**config.mk**
```make
export PLATFORM = sky130hd
export DESIGN_NAME = uart_tx_flat
export DESIGN_NICKNAME = d
export VERILOG_FILES = /design/src/rtl/uart_pkg.sv /design/src/rtl/uart_tx_if.sv /design/src/rtl/uart_bit_timer.sv /design/src/rtl/uart_tx.sv /design/src/flat_wrapper.sv
export SDC_FILE = /design/constraint.sdc
export NUM_CORES = 1
export LEC_CHECK = 0
export ABC_AREA = 1
export CORE_MARGIN = 2
export CORE_UTILIZATION = 45
export CTS_CLUSTER_DIAMETER = 150
export CTS_CLUSTER_SIZE = 28
export DETAILED_ROUTE_END_ITERATION = 8
export GPL_ROUTABILITY_DRIVEN = 0
export PLACE_DENSITY = 0.66
export SLEW_MARGIN = 20
export SYNTH_ARGS = -nofsm -noshare
export SYNTH_HDL_FRONTEND = slang
export SYNTH_SLANG_ARGS = --single-unit
```
**constraint.sdc**
```tcl
create_clock -name clk -period 3.3 [get_ports clk]
set_clock_uncertainty 0.05 [all_clocks]
set_input_delay 0.495 -clock clk [delete_from_list [all_inputs] [get_ports clk]]
set_output_delay 0.495 -clock clk [all_outputs]
set_load 0.02 [all_outputs]
```
**src/rtl/uart_pkg.sv**
```systemverilog
// Shared UART definitions: baud divisor table (100 MHz clock), frame length
// and transmit FSM state encoding.
package uart_pkg;

  localparam int FRAME_LEN = 11;
  localparam int DIV_W     = 19;
  localparam int CNT_W     = 4;

  typedef enum logic [1:0] {
    IDLE  = 2'd0,
    LOAD  = 2'd1,
    SHIFT = 2'd2
  } tx_state_t;

  // Unlisted selects fall back to the 115200-ish default of 868 cycles.
  function automatic logic [DIV_W-1:0] baud_divisor(input logic [3:0] sel);
    case (sel)
      4'd0:    return 19'd333333;
      4'd1:    return 19'd83333;
      4'd2:    return 19'd41667;
      4'd3:    return 19'd20833;
      4'd4:    return 19'd10417;
      4'd5:    return 19'd5208;
      4'd6:    return 19'd2604;
      4'd7:    return 19'd1736;
      4'd8:    return 19'd868;
      4'd9:    return 19'd434;
      4'd10:   return 19'd217;
      4'd11:   return 19'd109;
      default: return 19'd868;
    endcase
  endfunction

endpackage

```
**src/rtl/uart_tx_if.sv**
```systemverilog
// Processor-side write port of the UART transmitter: byte, load strobe and
// buffer-empty flag.
interface uart_tx_if;

  logic       load;
  logic [7:0] out_port;
  logic       TXRDY;

  modport master (
    output load,
    output out_port,
    input  TXRDY
  );

  modport slave (
    input  load,
    input  out_port,
    output TXRDY
  );

endinterface

```
**src/rtl/uart_bit_timer.sv**
```systemverilog
// Bit-period timer: counts clocks while run is high and pulses BTU on the
// last cycle of each bit, then restarts from zero.
module uart_bit_timer
  import uart_pkg::*;
(
  input  logic             clk,
  input  logic             reset,
  input  logic             run,
  input  logic [DIV_W-1:0] divisor,
  output logic             BTU
);

  logic [DIV_W-1:0] count;

  assign BTU = run && (count == divisor - DIV_W'(1));

  always_ff @(posedge clk or negedge reset) begin
    if (!reset) begin
      count <= '0;
    end else if (!run || BTU) begin
      count <= '0;
    end else begin
      count <= count + DIV_W'(1);
    end
  end

endmodule

```
**src/rtl/uart_tx.sv**
```systemverilog
// UART transmitter: captures a byte and line configuration on load, then
// shifts out an 11-bit-time frame (start, 7/8 data LSB first, parity, stop fill).
module uart_tx
  import uart_pkg::*;
(
  input  logic       clk,
  input  logic       reset,
  input  logic [3:0] baud_value,
  input  logic       EIGHT,
  input  logic       PEN,
  input  logic       OHEL,
  uart_tx_if.slave   host,
  output logic       TX
);

  tx_state_t              state;
  logic                   txrdy;
  logic                   busy;
  logic [CNT_W-1:0]       bit_cnt;
  logic [FRAME_LEN-1:0]   shift_q;
  logic                   btu;

  logic [7:0]             data_q;
  logic                   eight_q;
  logic                   pen_q;
  logic                   ohel_q;
  logic [DIV_W-1:0]       divisor_q;

  function automatic logic parity_bit(input logic [7:0] d, input logic eight,
                                      input logic odd);
    return (^d[6:0]) ^ (eight & d[7]) ^ odd;
  endfunction

  // Unused frame slots default to 1 so they read as extra stop bits.
  function automatic logic [FRAME_LEN-1:0] build_frame(input logic [7:0] d,
                                                       input logic eight,
                                                       input logic pen,
                                                       input logic odd);
    logic par;
    logic p8;
    logic p9;
    par = parity_bit(d, eight, odd);
    p8  = eight ? d[7] : (pen ? par : 1'b1);
    p9  = (eight && pen) ? par : 1'b1;
    return {1'b1, p9, p8, d[6:0], 1'b0};
  endfunction

  assign TX         = shift_q[0];
  assign host.TXRDY = txrdy;

  // Byte and line settings are frozen for the whole frame at the accepted load.
  always_ff @(posedge clk) begin
    if (state == IDLE && txrdy && host.load) begin
      data_q    <= host.out_port;
      eight_q   <= EIGHT;
      pen_q     <= PEN;
      ohel_q    <= OHEL;
      divisor_q <= baud_divisor(baud_value);
    end
  end

  always_ff @(posedge clk or negedge reset) begin
    if (!reset) begin
      state   <= IDLE;
      txrdy   <= 1'b1;
      busy    <= 1'b0;
      bit_cnt <= '0;
      shift_q <= '1;
    end else begin
      case (state)
        IDLE: begin
          if (host.load && txrdy) begin
            state <= LOAD;
            txrdy <= 1'b0;
          end
        end
        LOAD: begin
          shift_q <= build_frame(data_q, eight_q, pen_q, ohel_q);
          busy    <= 1'b1;
          state   <= SHIFT;
        end
        SHIFT: begin
          if (btu) begin
            shift_q <= {1'b1, shift_q[FRAME_LEN-1:1]};
            if (bit_cnt == CNT_W'(FRAME_LEN - 1)) begin
              bit_cnt <= '0;
              busy    <= 1'b0;
              txrdy   <= 1'b1;
              state   <= IDLE;
            end else begin
              bit_cnt <= bit_cnt + CNT_W'(1);
            end
          end
        end
        default: state <= IDLE;
      endcase
    end
  end

  uart_bit_timer u_bit_timer (
    .clk     (clk),
    .reset   (reset),
    .run     (busy),
    .divisor (divisor_q),
    .BTU     (btu)
  );

endmodule

```
**src/flat_wrapper.sv**
```systemverilog
// flat-port wrapper written by rule: the top's interface ports become plain ports
module uart_tx_flat import uart_pkg::*;
  (clk, reset, baud_value, EIGHT, PEN, OHEL, TX, host_load, host_out_port, host_TXRDY);
  uart_tx_if host_i ();
  input  logic clk;
  input  logic reset;
  input  logic [3:0] baud_value;
  input  logic EIGHT;
  input  logic PEN;
  input  logic OHEL;
  output logic TX;
  input wire logic [$bits(host_i.load)-1:0] host_load;
  input wire logic [$bits(host_i.out_port)-1:0] host_out_port;
  output wire logic [$bits(host_i.TXRDY)-1:0] host_TXRDY;
  assign host_i.load = host_load;
  assign host_i.out_port = host_out_port;
  assign host_TXRDY = host_i.TXRDY;
  uart_tx u_core (.clk(clk), .reset(reset), .baud_value(baud_value), .EIGHT(EIGHT), .PEN(PEN), .OHEL(OHEL), .host(host_i), .TX(TX));
endmodule
```
==> impl.org <==
** Status
- Run status :: finished clean

** Detailed routing
- Top Layer Used :: met4
- Detailed routing placed a total of 3.55 mm of wire on met2.
- Routed WL per cell :: roughly 12 um
- After detailed routing, the number of remaining DRC violations is 0.
- Summed over all layers, the routed wires come to 8.13 mm.
- Dividing the detail-routed via count by the number of cells gives 5.13.
- Number of nets with antenna violations after detailed routing :: 0
- After detailed routing, the wire length on met1 is 3.95 mm.
- The detailed router finished its first iteration with 207 violations.
- The detailed router placed ~3400 vias in this run.
- Iteration count of the initial detailed-routing pass :: 6
- Detailed routing placed a total of 400 um of wire on met3.

** Global route
- The number of antenna violations at the first check in global routing came to 0.
- Via count of the first global-routing pass :: between 3000 and 4000
- For this run the aggregate overflow at the end of global routing stands at 0.
- Across every metal layer, demand over resource in global routing totals between 10% and 20%.
- Entering global routing, the biggest net connects 38 pins.
- The first global-routing pass estimated 14.4 mm of wire.

** STA
- Counting I/O delays and the setup requirement, the final critical path takes about 2.6 ns.
- Number of hold-slack violations in the final timing report :: 0
- Setup repair after global routing left no endpoint under its margin.
- The max-slew violation total from the final report is 0.
- Tightest slew margin relative to the limit :: between 40% and 50%
- Static timing analysis puts the maximum clock frequency at 0.383 GHz.
- In the final timing run, aggregate negative setup slack is 0 ns.
- Fraction of the cycle the final worst path needs :: 79.1%
- At the pin with the least slew margin, the transition time is 0.821 ns.
- Count of endpoints failing setup in the final report :: 0

** Worst setup path
- At the worst endpoint, the arrival time is about 2.8 ns.
- In this run the worst setup path begins at u_core.divisor_q[0].
- At the worst endpoint, the required time is 3.48 ns.
- The startpoint identified for the worst register-to-register timing path is u_core.divisor_q[0].
- Of all nets on the critical path, the largest fanout is 17.
- Nature of the critical path endpoint :: flip-flop
- By startpoint and endpoint, the worst setup path is classified as flip-flop to flip-flop.
- STA classifies the critical path startpoint as a flip-flop.

** Pwr
- Leakage power summed over all cells :: 1.97 nW
- Across the VDD grid, the largest voltage drop is 294 uV.
- The completed layout was analyzed and its total power is 0.00236 W.
- P per Cell Area :: 517 nW/um^2

** Placement
- Placed insts :: 644
- After legalization and detailed placement, the total HPWL measured 6.32 mm.
- Number of port buffers :: 19

** Flow run
- The tool flagged a number of max-cap violations equal to 0.

** Clock tree
- The clock tree synthesis step divided the H-tree into 3 levels.
- The clock net in this run drives a total of 66 sinks.
- Post-CTS Setup Repair Bufs :: 0
- Total clock buffers created by CTS :: 9
- Clock tree root driver cell :: clkbuf_8
- TritonCTS built the clock tree.
- Clock-pin slew was measured on the worst setup and hold paths at roughly 0.080 ns.
- Clock buffer depth :: 2
- Number of buffers added to fix hold violations after cts :: 0
- After clock tree synthesis, the repair step resized 0 gates.
- Clock network latency to the later pin of the worst-skew pair :: about 0.35 ns

** Finish
- Fraction of layout instances using a drive strength above 1 :: 9.24%
- Count of filler cells inserted in the layout :: 811
- The library cells used most frequently in the layout, excluding fill and tap cells, are nand2_1, nor2_1, inv_1.
- Total inserted antenna cells :: 0
- The count of cells in the finished layout, fillers not included, comes to 660.
- The library cell used most frequently in the layout, excluding fill and tap cells, is nand2_1.
- Once layout is complete, the utilization of the core stands at 52.4%.
- At the end of the flow, the number of nets in the layout was between 500 and 600.
- Relative to the synthesized area, the layout overhead comes to 13.0%.

** Synthesis
- Total of flip-flops plus latches after synthesis :: 66
- Synthesis produced a netlist with a net count of 546.
- Summed instance area of the synthesized netlist :: 4050 sq um
- Averaged over all synthesized cells, the footprint is 7.78 sq um.
- After synthesis, flip-flops and latches occupy 44.7% of the total area.
- In the synthesized netlist, the number of instances is 520.
- YS warnings :: 0
- After synthesis, the netlist uses 37 different library cells.

** Floorplanning
- Number of rows created at floorplan :: 34
- Initial Util :: 46.4%
- In this run the horizontal extent of the chip is 98.8 um.
- I/O pin count :: 20
- The core region is 8720 sq um.
- Die outline area :: 9770 sq um
- Vertical die dimension :: 98.8 um

** Min path
- Kind of path behind the tightest hold check :: primary input to asynchronous set/reset pin
final cells by class:
class / instances / area, sq um / area share (%)
multi-input combinational: 386 / 1970 / 43.0
clock inverter: 7 / 103 / 2.24
tap: 108 / 135 / 2.95
timing repair buffer: 20 / 193 / 4.21
sequential: 66 / 1810 / 39.6
clock buffer: 9 / 124 / 2.71
inverter: 64 / 240 / 5.25
cell families after synthesis:
| kind of cell | count (synthesis) | share of synthesized area (%) |
|---|---|---|
| xor gates and xnor gates | 35 | 7.58 |
| AOI/OAI and AO/OA | 47 | 6.34 |
| DFF | 66 | 44.7 |
| and+or+nand+nor | 296 | 32.2 |
| adders and majority gates | 8 | 2.47 |
| buffers and inverters | 68 | 6.68 |
through the flow:
step,setup slack [ns],instance area (sq um),hold slack (ns)
2_1_floorplan,0.908,4050,0.149
3_3_place_gp,0.830,4350,0.419
3_5_place_dp,0.767,4350,0.431
4_1_cts,0.746,4570,0.220
5_1_grt,0.456,4570,0.269
6_report,0.689,4570,0.175
flip-flops by register name, summed over array words and instances, names as in the netlist:
register                  flops
u_core.host.TXRDY             1
u_core.ohel_q                 1
u_core.state                  2
u_core.data_q                 8
u_core.pen_q                  1
u_core.divisor_q             18
u_core.shift_q               10
u_core.bit_cnt                4
u_core.busy                   1
u_core.eight_q                1
u_core.u_bit_timer.count     19
metal layers:
metal | GRT usage [%] | vias to the layer above
li1 | - | 1724
met1 | 25.6 | 1545
met2 | 27.7 | 90
met3 | 3.55 | 25
met4 | 8.01 | 0
met5 | 0 | -
report_power, final:
part | internal [W] | switching (W) | leakage [nW]
clock | 0.000432 | 0.000322 | 0.115
combinational | 0.000178 | 0.000337 | 1.13
sequential | 0.00101 | 0.0000832 | 0.730
total | 0.00162 | 0.000742 | 1.97
synth_stat cells, drive strengths merged:
cell | instances | area (sq um)
inv | 62 | 233
clkbuf | 2 | 7.51
xor2 | 27 | 236
buf | 2 | 22.5
o22ai | 5 | 31.3
nor3b | 2 | 15.0
and2 | 2 | 12.5
clkinv | 2 | 7.51
o21ai | 27 | 139
a21oi | 11 | 55.1
ha | 8 | 100
nor3 | 11 | 60.1
nand3b | 4 | 30.0
dfstp | 11 | 289
nand4 | 6 | 37.5
dfrtp | 26 | 651
xnor2 | 8 | 70.1
nor2 | 87 | 368
nand3 | 38 | 195
nor4 | 1 | 12.5
o211ai | 1 | 7.51
or2 | 1 | 6.26
nand2 | 144 | 566
edfxtp | 29 | 871
o221ai | 1 | 8.76
a31oi | 1 | 6.26
a31o | 1 | 8.76
worst max-delay path, cell delays in order, from the launching register on:
cell and delay (ns):
edfxtp_1 0.40, inv_1 0.17, ha_1 0.25, nand2_4 0.13
nor2_4 0.14, nand2_1 0.09, nand2_1 0.09, nand2_1 0.07
nand2_1 0.10, nand2_1 0.07, nor2_1 0.11, nand3_1 0.13
nor2_2 0.14, nand3_2 0.16, nand2_4 0.21, nand2_1 0.07
nand2_1 0.06, nand2_1 0.05
final timing paths:
path	cells after the start	to	slack [ns]
max	17	u_core.busy	0.69
min	1	u_core.u_bit_timer.count[0]	0.18
max reg2reg	17	u_core.busy	0.69
min reg2reg	2	u_core.shift_q[8]	0.45
max in group asynchronous	1	u_core.bit_cnt[3]	2.49
min in group clk	2	u_core.shift_q[8]	0.45
(Power assumes the default switching activity.)
